File: src/rtl/mlp_pkg.sv
// Shared types and fixed-point helpers for the MLP datapath blocks.
// Q1.7 operands multiply into Q2.14 products; results saturate to 16-bit Q2.14.
package mlp_pkg;

    typedef enum logic [1:0] {IDLE, ACCUM, DRAIN, HOLD} state_t;

    localparam int FRAC_IN  = 7;
    localparam int FRAC_ACC = 14;

    // Clamp a sign-extended wide sum into the signed 16-bit Q2.14 range.
    function automatic logic [15:0] sat_q2_14(input logic signed [31:0] v);
        logic [15:0] r;
        if (v > 32'sd32767)
            r = 16'h7FFF;
        else if (v < -32'sd32768)
            r = 16'h8000;
        else
            r = v[15:0];
        return r;
    endfunction

endpackage

File: src/rtl/fxp_mult.sv
// Registered signed IN_BIT x IN_BIT multiplier with valid/last pass-through.
// Latency: 1 cycle from in_valid to p_valid.
// Backpressure: none; the caller only asserts in_valid when the stage after can absorb it.
module fxp_mult
    import mlp_pkg::*;
#(
    parameter int IN_BIT = 8
) (
    input  logic                       clk,
    input  logic                       rst,
    input  logic                       in_valid,
    input  logic                       in_last,
    input  logic signed [IN_BIT-1:0]   a,
    input  logic signed [IN_BIT-1:0]   b,
    output logic signed [2*IN_BIT-1:0] p,
    output logic                       p_valid,
    output logic                       p_last
);

    localparam int PW = 2 * IN_BIT;

    logic signed [PW-1:0] a_ext;
    logic signed [PW-1:0] b_ext;

    assign a_ext = PW'(a);
    assign b_ext = PW'(b);

    always_ff @(posedge clk) begin
        if (rst) begin
            p       <= '0;
            p_valid <= 1'b0;
            p_last  <= 1'b0;
        end else begin
            p_valid <= in_valid;
            p_last  <= in_valid && in_last;
            if (in_valid)
                p <= a_ext * b_ext;
        end
    end

endmodule

File: src/rtl/mac_neuron.sv
// Multiply-accumulate neuron: NUM_INPUTS Q1.7 pairs summed onto a Q2.14 bias, saturated, optional ReLU.
// Latency: result valid 2 cycles after the last beat is accepted.
// Backpressure: in_ready drops from the last beat until the result is taken; out holds while !out_ready.
module mac_neuron
    import mlp_pkg::*;
#(
    parameter int NUM_INPUTS = 4,
    parameter int IN_BIT     = 8,
    parameter int OUT_BIT    = 16,
    parameter bit RELU       = 1'b1
) (
    input  logic               clk,
    input  logic               rst,
    input  logic [OUT_BIT-1:0] bias,
    input  logic [IN_BIT-1:0]  x,
    input  logic [IN_BIT-1:0]  w,
    input  logic               in_valid,
    output logic               in_ready,
    output logic [OUT_BIT-1:0] out,
    output logic               out_valid,
    input  logic               out_ready
);

    localparam int CNT_W = (NUM_INPUTS > 1) ? $clog2(NUM_INPUTS) : 1;
    localparam int ACC_W = OUT_BIT + $clog2(NUM_INPUTS) + 1;
    localparam int PW    = 2 * IN_BIT;
    localparam logic [CNT_W-1:0] CNT_LAST = CNT_W'(NUM_INPUTS - 1);

    state_t state, state_nxt;

    logic [CNT_W-1:0]         cnt;
    logic [OUT_BIT-1:0]       bias_q;
    logic signed [PW-1:0]     p;
    logic                     p_valid;
    logic                     p_last;
    logic signed [ACC_W-1:0]  acc;
    logic signed [ACC_W-1:0]  acc_base;
    logic signed [ACC_W-1:0]  p_ext;
    logic                     first_q;
    logic                     fin_pend;
    logic                     accept;
    logic                     beat_last;
    logic [OUT_BIT-1:0]       sat_val;
    logic [OUT_BIT-1:0]       res_val;

    assign in_ready  = !rst && (state == IDLE || state == ACCUM);
    assign accept    = in_valid && in_ready;
    assign beat_last = (cnt == CNT_LAST);

    fxp_mult #(.IN_BIT(IN_BIT)) u_mult (
        .clk      (clk),
        .rst      (rst),
        .in_valid (accept),
        .in_last  (beat_last),
        .a        (x),
        .b        (w),
        .p        (p),
        .p_valid  (p_valid),
        .p_last   (p_last)
    );

    always_ff @(posedge clk) begin
        if (rst) begin
            cnt    <= '0;
            bias_q <= '0;
        end else if (accept) begin
            if (cnt == '0)
                bias_q <= bias;
            cnt <= beat_last ? '0 : cnt + CNT_W'(1);
        end
    end

    // The bias joins the sum together with the first product of each group.
    assign p_ext    = ACC_W'(p);
    assign acc_base = first_q ? ACC_W'($signed(bias_q)) : acc;

    always_ff @(posedge clk) begin
        if (rst) begin
            acc      <= '0;
            first_q  <= 1'b1;
            fin_pend <= 1'b0;
        end else begin
            fin_pend <= p_valid && p_last;
            if (p_valid) begin
                acc     <= acc_base + p_ext;
                first_q <= p_last;
            end
        end
    end

    assign sat_val = OUT_BIT'(sat_q2_14(32'(acc)));
    assign res_val = (RELU && sat_val[OUT_BIT-1]) ? '0 : sat_val;

    always_ff @(posedge clk) begin
        if (rst) begin
            out       <= '0;
            out_valid <= 1'b0;
        end else if (fin_pend) begin
            out       <= res_val;
            out_valid <= 1'b1;
        end else if (out_valid && out_ready) begin
            out_valid <= 1'b0;
        end
    end

    always_ff @(posedge clk) begin
        if (rst)
            state <= IDLE;
        else
            state <= state_nxt;
    end

    always_comb begin
        state_nxt = state;
        case (state)
            IDLE:    if (accept) state_nxt = beat_last ? DRAIN : ACCUM;
            ACCUM:   if (accept && beat_last) state_nxt = DRAIN;
            DRAIN:   if (fin_pend) state_nxt = HOLD;
            HOLD:    if (out_valid && out_ready) state_nxt = IDLE;
            default: state_nxt = IDLE;
        endcase
    end

endmodule

File: config.mk
export PLATFORM = sky130hd
export DESIGN_NAME = mac_neuron
export DESIGN_NICKNAME = d
export VERILOG_FILES = /design/src/rtl/mlp_pkg.sv /design/src/rtl/fxp_mult.sv /design/src/rtl/mac_neuron.sv
export SDC_FILE = /design/constraint.sdc
export NUM_CORES = 1
export LEC_CHECK = 0
export BUFFER_PORTS_ARGS = -buffer_cell sky130_fd_sc_hd__clkbuf_2
export CAP_MARGIN = 20
export CELL_PAD_IN_SITES_DETAIL_PLACEMENT = 1
export CELL_PAD_IN_SITES_GLOBAL_PLACEMENT = 2
export CORE_MARGIN = 5
export CORE_UTILIZATION = 35
export CTS_CLUSTER_SIZE = 40
export DETAILED_ROUTE_END_ITERATION = 8
export GPL_TIMING_DRIVEN = 0
export PLACE_DENSITY_LB_ADDON = 0.1
export RECOVER_POWER = 100
export SETUP_SLACK_MARGIN = 0.4
export SKIP_CTS_REPAIR_TIMING = 1
export SKIP_LAST_GASP = 1
export SYNTH_ARGS = -nofsm -noshare
export SYNTH_HDL_FRONTEND = slang
export SYNTH_HIERARCHICAL = 1
export SYNTH_SLANG_ARGS = --single-unit
export TNS_END_PERCENT = 100
File: constraint.sdc
create_clock -name clk -period 7.4 [get_ports clk]
set_clock_uncertainty 0.2 [all_clocks]
set_input_delay 0.74 -clock clk [delete_from_list [all_inputs] [get_ports clk]]
set_output_delay 0.74 -clock clk [all_outputs]
set_load 0.01 [all_outputs]
Word-level counts from Yosys, hierarchy flattened

Index checks and enable logic that the tools add are counted.

Add/subtract/negate cells: 2
Multiply operators: 1
Magnitude comparators: 2
Equality and inequality tests: 8
Multiplexer cells: 13
Reductions and logical operators: 12

Operators with widths:

| cell                 | number |
|---|---|
| $mux 16              | 2 |
| $add 19x16->19       | 1 |
| $gt 19x16->1 const B | 1 |
| $lt 19x16->1 const B | 1 |
| $mux 19              | 1 |
| $mul 8x8->16         | 1 |
| $mux 15              | 1 |
| $mux 2               | 6 |
| $pmux 2 s4           | 1 |
| $eq 2x2->1 const B   | 3 |
| $ne 2x2->1 const B   | 3 |
| $logic_and 1x1->1    | 5 |
| $logic_not 2->1      | 2 |
| $reduce_and 4->1     | 1 |
| $add 2x1->2 const B  | 1 |
| $eq 2x1->1 const B   | 1 |
| $mux 1               | 2 |
| $ne 2x1->1 const B   | 1 |
| $reduce_and 2->1     | 1 |
| $reduce_bool 2->1    | 1 |
| $logic_not 1->1      | 1 |
| $logic_or 1x1->1     | 1 |

Flip-flop bits (word level): 76
Input bits: 36
Output and inout port bits: 18
Logic and storage cells: 49

Logic depth before layout (Yosys ltp)

Gate-level depths: netlist of run 1.

Depth in word-level cells: 7
Depth in mapped cells: 18
Depth with buffers taken out: 18

By module

Netlist of run 1, hierarchy kept.

Modules (own cells, without submodules):

| module     | instances | cells an instance | area each (um2) | seq. area each (um2) |
|---|---|---|---|---|
| mac_neuron | 1         | 421               | 3335.7          | 1141.1 |
| fxp_mult   | 1         | 341               | 3134.3          | 360.3 |

Least setup slack after synthesis of run 1

OpenSTA, ideal clock, no wires.

Path kind: in2reg
From: input port x[7]
To: register u_mult.p[13]
Setup time: 0.117 ns
Arrival time: 4.525 ns
Data required time: 7.083 ns
Setup slack: 2.558 ns
Stages: 15
Buffers on the path: 0
Path through: and2_1 -> fa_1 -> inv_1 -> fa_1 -> inv_1 -> fa_1 -> inv_1 -> fa_1 -> inv_1 -> ha_1 -> a21boi_1 -> a21bo_2 -> a21boi_1 -> or3_1 -> a32o_1

Cells in the longest elaborated chain, start to end: 1

Ends and longest elaborated chain:

| element              | line             | text |
|---|---|---|
| from (decl)          | mac_neuron.sv:15 | `input logic [IN_BIT-1:0] x,` |
| $mul 8x8->16         | fxp_mult.sv:37   | `p <= a_ext * b_ext;` |
| to (signal assigned) | fxp_mult.sv:37   |  |
| to (decl)            | fxp_mult.sv:15   | `output logic signed [2*IN_BIT-1:0] p,` |

Every way passes these cells.
A chain may end at the register's enable or synchronous reset.

Worst setup path after layout of run 1

From: input port w[0]
To: register u_mult.p[14]

Cells in the longest elaborated chain, start to end: 1

Ends and longest elaborated chain:

| element      | line             | text |
|---|---|---|
| from (decl)  | mac_neuron.sv:16 | `input logic [IN_BIT-1:0] w,` |
| $mul 8x8->16 | fxp_mult.sv:37   |  |

Every way passes these cells.

==> metrics.yaml, run 1 <==
drv_slew: 0
wl_per_cell_um: 16.3
timing.hold.ws_ns: 0.252
criticalPathCategory: "in -> reg"
async_reset_ff_frac: 0
arrival_ns: 5.11
grt-ovfl-total: 0
crit_chain: "clkbuf_1 -> and2_0 -> fa_1 -> inv_1 -> fa_1 -> inv_1 -> fa_1 -> inv_1 -> fa_1 -> inv_1 -> ha_1 -> o21a_1 -> o21ai_0 -> a211oi_1 -> or3_1 -> a32o_1"
numCtsBuffers: 9
max_freq_mhz: 197
crit_fanout: 8
core-area_um2: 18100
drt_iter0_drc: 124
grt_max_degree: 14
htree_num_levels: 3
cts_tree: "done"
setup_tns_ns: 0
r2r_cells: 11
nFillCells: 2191
cp-start-kind: "input port"
synth_cells: 762
ys.flop_type: "dfxtp_1"
fp.dieH_um: 146
yosys_warnings: 6
seq_area_frac_synth: 0.232
hold_viol: 0
clockRootBuffer: "clkbuf_16"
maxCapViolations: 0
drc: 0
layout_min_cycle_time_ns: 5.08
p_leak_nw: 3.16
grt_pass1_wl_um: 29400
clk_latency_ns: 0.33
rsz0062_at_grt: "false"
initial_core_util: 0.358
ir_drop_v: 0.0000913
outcome: "finished, final reports clean"
final_nets: 970
clk_path_buf_depth: 2
crit_path_top_delay_cell: "fa_1"
ant_nets: 0
max_slew_margin: 0.525
cts.clk_slew.worst_paths_ns: 0.06
ys_types: 63
synth_area_um2: 6470
die-area_um2: 21300
port_buffers: 52
stdcell_area_um2: 7230
min_path_type: "reg -> reg"
place_congestion: 0.852
wirelength_um: 17300
die-width_um: 146
areaGrowthSynthToFinish_pct: 11.8
cp_data_required_time_ns: 7.42
dp_hpwl_um: 14700
dpl_cell_area_um2: 7020
dr_total_vias: 5227
drive_gt1_frac: 0.0881
synth_edf_count: 0
setup_viol: 0
antennaDiodeCount: 0
slowest_delay_ns: 0.53
first_pass_iters: 4
clock-sinks: 75
synth_nets: 907
routed_via_density: 4.94
syn_area_per_cell_um2: 8.49
worst_pin_slew_ns: 0.712
power.density_nw_per_um2: 272
grt_pass1_vias: 5811
grtUsageTotal: 0.166
end_kind: "register"
antenna_found_initial: 0
whs_path_depth: 2
power_mw: 1.97
finalCritPeriodShare: 0.687
ys_ff_latch: 75
rows: 49
io_pins: 54
-- synthesized netlist by cell type, drive strengths merged, types with 3 or more instances --
master,count,area share
o21a,5,0.0060
o21ai,22,0.018
mux2,14,0.024
a211oi,13,0.016
o31ai,3,0.0035
fa,56,0.17
o211ai,5,0.0066
nor3,22,0.017
a21boi,4,0.0046
o22ai,3,0.0029
nand3,10,0.0077
nor2,53,0.031
buf,12,0.0081
inv,106,0.061
ha,53,0.10
mux2i,17,0.026
nand2,73,0.042
clkbuf,16,0.0095
nor2b,10,0.0097
nor4,4,0.0039
nand2b,6,0.0058
xor2,8,0.011
dfxtp,75,0.23
a21o,8,0.0093
a21oi,63,0.051
xnor2,18,0.024
or3,4,0.0039
and2,47,0.045
-- stage by stage --
step | util | cells | setup slack, ns
5_1_grt | 0.400 | 1058 | 2.08
4_1_cts | 0.403 | 1058 | 2.46
6_report | 0.400 | 1058 | 2.32
2_1_floorplan | - | 762 | 2.56
3_5_place_dp | 0.388 | 1043 | 2.12
3_3_place_gp | 0.388 | 1043 | 2.18
-- cell type report --
| cell class | count | area (um2) | share of cell area |
|---|---|---|---|
| buffer | 28 | 113 | 0.0156 |
| clock buffer | 9 | 225 | 0.0311 |
| clock inverter | 6 | 42.5 | 0.00588 |
| inverter | 106 | 398 | 0.0550 |
| multi-input combinational | 553 | 4430 | 0.613 |
| sequential | 75 | 1500 | 0.208 |
| tap | 229 | 287 | 0.0396 |
| timing repair buffer | 52 | 235 | 0.0325 |
-- cells by family (layout without fill, tap and decap cells) --
| family | after synthesis | in the layout | synth area share |
|---|---|---|---|
| other cells | 1 | 1 | 0.000580 |
| simple gates | 241 | 241 | 0.181 |
| buf+inv | 134 | 201 | 0.0791 |
| mux | 31 | 31 | 0.0507 |
| xor+xnor | 26 | 26 | 0.0352 |
| flops | 75 | 75 | 0.232 |
| fa+ha+maj | 109 | 109 | 0.276 |
| compound gates | 145 | 145 | 0.146 |
-- power breakdown --
| group | switching [mW] | internal (mW) | leakage [nW] |
|---|---|---|---|
| sequential | 0.0373 | 0.457 | 0.608 |
| combinational | 0.608 | 0.461 | 2.42 |
| clock | 0.178 | 0.226 | 0.128 |
| total | 0.823 | 1.14 | 3.16 |
-- final timing paths --
path	start	endpoint	slack (ns)
worst max-delay path	w[0]	u_mult/p[14]	2.32
worst min-delay path	u_mult/p_last	fin_pend	0.25
worst max register to register	first_q	acc[16]	3.79
worst min register to register	u_mult/p_last	fin_pend	0.25
-- state kept, by name, summed over array words and instances (netlist names) --
name	cells
acc	19
bias_q	16
u_mult/p	16
out	15
cnt	2
state	2
fin_pend	1
first_q	1
out_valid	1
u_mult/p_last	1
u_mult/p_valid	1
-- worst max-delay path: cells and delay by family --
kind / cells / cell delay (ns)
adders and majority gates: 5 / 2.35
AOI/OAI and AO/OA: 4 / 1.02
and+or+nand+nor: 2 / 0.60
buffers and inverters: 5 / 0.39
-- routing by layer --
metal | share of wire | global-route usage
met5 | 0 | 0
met4 | 0.0071 | 0.0299
met3 | 0.022 | 0.0212
met2 | 0.51 | 0.307
met1 | 0.46 | 0.209
-- cell usage in the layout, fill, tap and decap left out, types with 3 or more instances in the layout --
cell,Yosys,final
or3_1,4,4
dfxtp_1,75,75
nor4_1,4,4
clkbuf_1,15,43
nor3_1,22,22
a21oi_2,4,3
o22ai_1,3,3
a21o_1,8,8
xor2_1,8,8
and2_0,0,3
inv_1,106,106
a211oi_1,12,12
nand2b_1,6,6
and2_1,47,44
o21ai_1,4,3
nor2_1,53,53
xnor2_1,18,18
nor2b_1,10,10
clkbuf_16,0,9
mux2i_1,17,17
nand2_1,73,73
nand3_1,10,10
o21a_1,4,4
o21ai_0,17,19
o211ai_1,4,5
fa_1,56,56
ha_1,53,53
mux2_2,14,14
clkbuf_2,1,33
a21oi_1,59,60
o31ai_1,3,3
No activity file was read; power rests on OpenSTA's default activity.
==> inputs of run 2 (changes only) <==
ABC_AREA = 1   (was default)
clock period = 4.8 ns   (was 7.4 ns; I/O delays follow)
==> metrics.yaml, run 2 <==
outcome: "finished, final reports clean"
htree_num_levels: 3  # unchanged
ys_ff_latch: 75  # unchanged
regMostFlops: "acc"
finalCritPeriodShare: 0.915
yosys_warnings: 6  # unchanged
clockRootBuffer: "clkbuf_16"
yosys-top-cells-count: "inv_1 (242), nand2_1 (228), dfxtp_1 (75), nor2_1 (75), o21ai_0 (62)"
reg.largest.list: "acc x19, bias_q x16, u_mult/p x16"
min_path_type: "in -> reg"
preCtsSetupSlack_ns: -0.116  # -2.23 ns
grt_use_met3: 0.0230  # +0.00183
place_congestion: 0.803  # -5.7%
cts_tree: "done"
core-area_um2: 20200  # +12%
areaGrowthSynthToFinish_pct: 12.8
synth_edf_count: 0  # unchanged
clock-sinks: 75  # unchanged
routed_via_density: 4.61  # -6.7%
rsz0062_at_grt: "true"
syn_area_per_cell_um2: 6.81  # -20%
nFillCells: 2644  # +21%
yosys.area.top_type_share: 0.210  # -0.0216
io_pins: 54  # unchanged
drive_gt1_frac: 0.103  # +0.0151
power.density_nw_per_um2: 436  # +61%
hold_viol: 0  # unchanged
ys_types: 39  # -38%
ant_nets: 0  # unchanged
wirelength_um: 19800  # +14%
drc: 0  # unchanged
setup_viol: 0  # unchanged
seq_area_frac_synth: 0.210  # -0.0216
end_kind: "register"
met2_usage: 0.270  # -0.0362
grt-ovfl-total: 0  # unchanged
grtUsageTotal: 0.173  # +0.00732
rows: 52  # +6.1%
async_reset_ff_frac: 0  # unchanged
gr-max-usage-layer: "met2"
port_buffers: 37  # -29%
p_clk_frac: 0.190  # -0.015
seqPwrFrac: 0.215  # -0.036
crit_path_top_delay_cell: "fa_1"
die-width_um: 153  # +4.7%
p_sw_mw: 1.65  # +100%
fp.dieH_um: 153  # +4.7%
cp_data_required_time_ns: 4.84  # -2.58 ns
synth_area_leader_cell: "dfxtp_1"
arrival_ns: 4.43  # -0.68 ns
grt_pass1_vias: 6663  # +15%
max_freq_mhz: 228
clk_latency_ns: 0.35  # +0.02 ns
synth_nets: 1192  # +31%
worst_pin_slew_ns: 0.681  # -0.0308 ns
dp_hpwl_um: 16700  # +13%
use_met1: 0.264  # +0.0546
sw_frac_of_total: 0.471  # +0.0524
cts.clk_slew.worst_paths_ns: 0.07  # about the same
synth_most_common_cell: "inv_1"
synth_area_um2: 7130  # +10%
layout_min_cycle_time_ns: 4.39
max_slew_margin: 0.541  # +0.0157
crit_chain: "buf_4 -> clkinvlp_2 -> or2_2 -> fa_1 -> fa_1 -> inv_1 -> fa_1 -> inv_1 -> fa_1 -> inv_1 -> ha_4 -> a21oi_1 -> nand2_1 -> nand4_1 -> a21oi_1 -> nand3b_1 -> nand2_1 -> inv_1"
clk_path_buf_depth: 2  # unchanged
synthTopCellsByArea: "dfxtp_1 (21%), fa_1 (16%), inv_1 (13%)"
wl_per_cell_um: 14.4  # -12%
ir_drop_v: 0.000232  # +150%
slowest_delay_ns: 0.55  # +0.02 ns
antenna_found_initial: 0  # unchanged
largest_register_ffs: 19  # unchanged
final_core_util: 0.399  # -0.000862
numCtsBuffers: 9  # unchanged
grt_pass1_wl_um: 33500  # +14%
crit_fanout: 5  # -3
p_int_mw: 1.86  # +63%
mostFrequentLayoutCells: "inv_1 (239), nand2_1 (228), dfxtp_1 (75)"
layout_commonest_cell: "inv_1"
initial_core_util: 0.354  # -0.00401
multiInputGateArea_um2: 4580  # +3.4%
maxCapViolations: 0  # unchanged
setup_slack_ns: 0.410  # -1.91 ns
drt_iter0_drc: 238  # +92%
antennaDiodeCount: 0  # unchanged
grt_max_degree: 17  # +3
combPwrFrac: 0.595  # +0.051
regArea_um2: 1500  # unchanged
cp-start-kind: "input port"
die-area_um2: 23300  # +9.5%
final_nets: 1245  # +28%
synth_cells: 1047  # +37%
drv_slew: 0  # unchanged
ys.flop_type: "dfxtp_1"
criticalPathCategory: "in -> reg"
first_pass_iters: 4  # unchanged
dr_total_vias: 6341  # +21%
p_leak_nw: 4.36  # +38%
run 2: changes by cell type in the layout (fill, tap and decap cells not counted), sizes merged, moves of 16 or more:
cell and change:
and2 -47, o21ai +48, nand2 +169, mux2i -17, inv +141, nor3 -16
nor2 +30, nand3 +54
run 2: worst paths after layout:
path	startpoint	end	slack [ns]	cells past startpoint
worst max-delay path	w[7]	u_mult/p[12]	0.41	18
worst min-delay path	bias[12]	bias_q[12]	0.18	3
worst max register to register	first_q	acc[16]	1.51	17
worst min register to register	bias_q[0]	bias_q[0]	0.27	2
run 2: metrics by stage:
stage	power (mW)	cell area, um2	TNS [ns]	hold WS, ns	instances
finish	3.51	8050	0	0.180	1375
global route	3.91	8050	0	0.176	1375
CTS	3.42	7990	0	0.169	1370
detailed placement	2.73	7700	-0.205	0.260	1354
global placement	2.70	7700	-0.176	0.247	1354
floorplan	2.27	7170	0	0.227	1047
run 2: cell type report:
class                      instances  share of cell area
sequential                        75               0.187
clock inverter                     7             0.00808
tap                              270              0.0420
timing repair buffer              42              0.0252
buffer                            41              0.0238
multi-input combinational        682               0.569
clock buffer                       9              0.0280
inverter                         249               0.117
run 2: critical path: cells and delay by family:
family                     cells  cell delay (ns)
buffers and inverters          6             0.46
adders and majority gates      5             2.32
and+or+nand+nor                5             0.84
AOI/OAI and AO/OA              2             0.34
run 2: cells by family after synthesis:
family	count (synthesis)	share of synthesized area
flip-flops	75	0.210
AO/OA/AOI/OAI	154	0.118
buffers and inverters	290	0.159
XOR/XNOR	16	0.0196
adder cells (fa/ha/maj)	109	0.250
AND/OR/NAND/NOR	402	0.242
other	1	0.000526
run 2: power groups by stage:
stage               registers (mW)  clock network (mW)  logic [mW]
floorplan                    0.748                   0        1.52
global placement             0.767                   0        1.93
detailed placement           0.769                   0        1.96
CTS                          0.756               0.689        1.98
global route                 0.764               0.717        2.43
finish                       0.754               0.669        2.09
run 2: routing by layer:
layer / part of all wire / vias up
met5: 0 / -
met4: 0.0034 / 0
met3: 0.022 / 8
met2: 0.43 / 62
met1: 0.54 / 2992
li1: - / 3279
==> inputs of run 3 (changes only) <==
CORE_UTILIZATION = 31   (was 35)
CTS_BUF_LIST = sky130_fd_sc_hd__clkbuf_16   (was default)
SETUP_SLACK_MARGIN = default   (was 0.4)
clock period = 4 ns   (was 4.8 ns; I/O delays follow)
==> metrics.yaml, run 3 (same netlist as run 2, synthesis figures left out) <==
outcome: "finished, final reports clean"
stdcell_area_um2: 8410  # +4.5%
dp_hpwl_um: 17100  # +2.9%
crit_fanout: 5  # unchanged
rows: 55  # +5.8%
grt_pass1_vias: 6563  # -1.5%
antennaDiodeCount: 0  # unchanged
rsz0062_at_grt: "true"
clk_latency_ns: 0.34  # about the same
core-area_um2: 22600  # +12%
drc: 0  # unchanged
clockRootBuffer: "clkbuf_16"
layout_commonest_cell: "inv_1"
nFillCells: 2883  # +9.0%
drt_iter0_drc: 204  # -14%
routed_via_density: 4.61  # about the same
grt_use_met3: 0.0239  # +0.000847
worst_pin_slew_ns: 0.837  # +0.155 ns
setup_tns_ns: 0  # unchanged
end_kind: "register"
finalCritPeriodShare: 0.998
max_slew_margin: 0.436  # -0.105
hold_viol: 0  # unchanged
dr_total_vias: 6423  # +1.3%
cp_data_required_time_ns: 4.09  # -0.75 ns
fp.dieH_um: 162  # +5.8%
cts_tree: "done"
mostFrequentLayoutCells: "inv_1 (225), nand2_1 (221), dfxtp_1 (75)"
final_nets: 1249  # +0.32%
cts.clk_slew.worst_paths_ns: 0.07  # about the same
min_path_type: "in -> reg"
criticalPathCategory: "in -> reg"
io_pins: 54  # unchanged
die-area_um2: 26100  # +12%
crit_chain: "buf_8 -> clkinvlp_4 -> buf_12 -> buf_6 -> nor2_4 -> fa_1 -> inv_2 -> fa_1 -> inv_2 -> fa_1 -> inv_1 -> fa_1 -> inv_2 -> ha_4 -> nand2_4 -> nor2_4 -> nand2_2 -> nor2_4 -> inv_2 -> nand3_2 -> nand3_2 -> nand3_2 -> nand2_1 -> inv_1"
regMostFlops: "acc"
htree_num_levels: 3  # unchanged
grt_max_degree: 16  # -1
r2r_cells: 17  # unchanged
ant_nets: 0  # unchanged
whs_path_depth: 3  # unchanged
gr-max-usage-layer: "met2"
maxCapViolations: 0  # unchanged
die-width_um: 162  # +5.8%
dpl_cell_area_um2: 7910  # +2.8%
grtUsageTotal: 0.160  # -0.0134
antenna_found_initial: 0  # unchanged
use_met1: 0.242  # -0.0212
regArea_um2: 1500  # unchanged
cp-start-kind: "input port"
r2r_slack_ns: 0.75  # -0.76 ns
final_core_util: 0.372  # -0.0274
wl_per_cell_um: 14.6  # +1.4%
ir_drop_v: 0.000319  # +37%
met2_usage: 0.248  # -0.0224
layout_min_cycle_time_ns: 3.99
largest_register_ffs: 19  # unchanged
initial_core_util: 0.315  # -0.0386
power_mw: 4.64  # +32%
setup_viol: 0  # unchanged
port_buffers: 37  # unchanged
grt_pass1_wl_um: 33700  # +0.53%
multiInputGateArea_um2: 4770  # +4.1%
areaGrowthSynthToFinish_pct: 17.9
drv_slew: 0  # unchanged
wirelength_um: 20300  # +2.8%
slowest_delay_ns: 0.51  # -0.04 ns
first_pass_iters: 4  # unchanged
grt-ovfl-total: 0  # unchanged
clock-sinks: 75  # unchanged
p_leak_nw: 4.44  # +1.8%
place_congestion: 0.796  # -0.82%
numCtsBuffers: 9  # unchanged
crit_path_top_delay_cell: "fa_1"
timing.hold.ws_ns: 0.105  # -0.0755 ns
arrival_ns: 4.09  # -0.34 ns
power.density_nw_per_um2: 551  # +26%
reg.largest.list: "acc x19, bias_q x16, u_mult/p x16"
max_freq_mhz: 251
drive_gt1_frac: 0.143  # +0.0402
clk_path_buf_depth: 2  # unchanged
run 3: cell types whose count changed in the layout (fill, tap and decap cells not counted), moves of 4 or more:
cell and delta:
clkbuf_8 +4, inv_2 +13, clkbuf_1 -4, buf_6 +4, nor2_4 +5, inv_1 -14, nor2_1 -5, nand2_2 +5
ha_4 +6, ha_1 -4, nand2_1 -7, clkbuf_2 -6
run 3: final cells by class:
cell class                      count  share of cell area
Inverter                          249               0.112
Clock buffer                        9              0.0268
Timing Repair Buffer               46              0.0311
Buffer                             41              0.0321
Sequential cell                    75               0.178
Tap cell                          285              0.0424
Clock inverter                      7             0.00981
Multi-Input combinational cell    682               0.567
run 3: per-layer routing:
layer | share of wire | vias up
li1 | - | 3298
met1 | 0.54 | 3055
met2 | 0.43 | 58
met3 | 0.030 | 12
met4 | 0.0060 | 0
met5 | 0 | -
run 3: power by group:
part	switching (mW)	internal [mW]
Clock	0.358	0.494
Combinational	1.70	1.18
Sequential	0.0619	0.843
run 3: per-stage QoR:
stage / worst slack, ns / std cells
floorplan: -0.00135 / 1047
global placement: -0.480 / 1369
detailed placement: -0.503 / 1369
CTS: -0.145 / 1385
global route: -0.134 / 1394
finish: 0.00867 / 1394
run 3: worst max-delay path, delay by kind of cell:
family / cells / cell delay [ns]
buffers and inverters: 10 / 0.70
adders and majority gates: 5 / 2.28
and+or+nand+nor: 9 / 0.71
run 3: final timing paths:
kind,from,endpoint
min,bias[12],bias_q[12]
max,w[7],u_mult/p[15]
min reg2reg,bias_q[1],bias_q[1]
max reg2reg,first_q,acc[16]
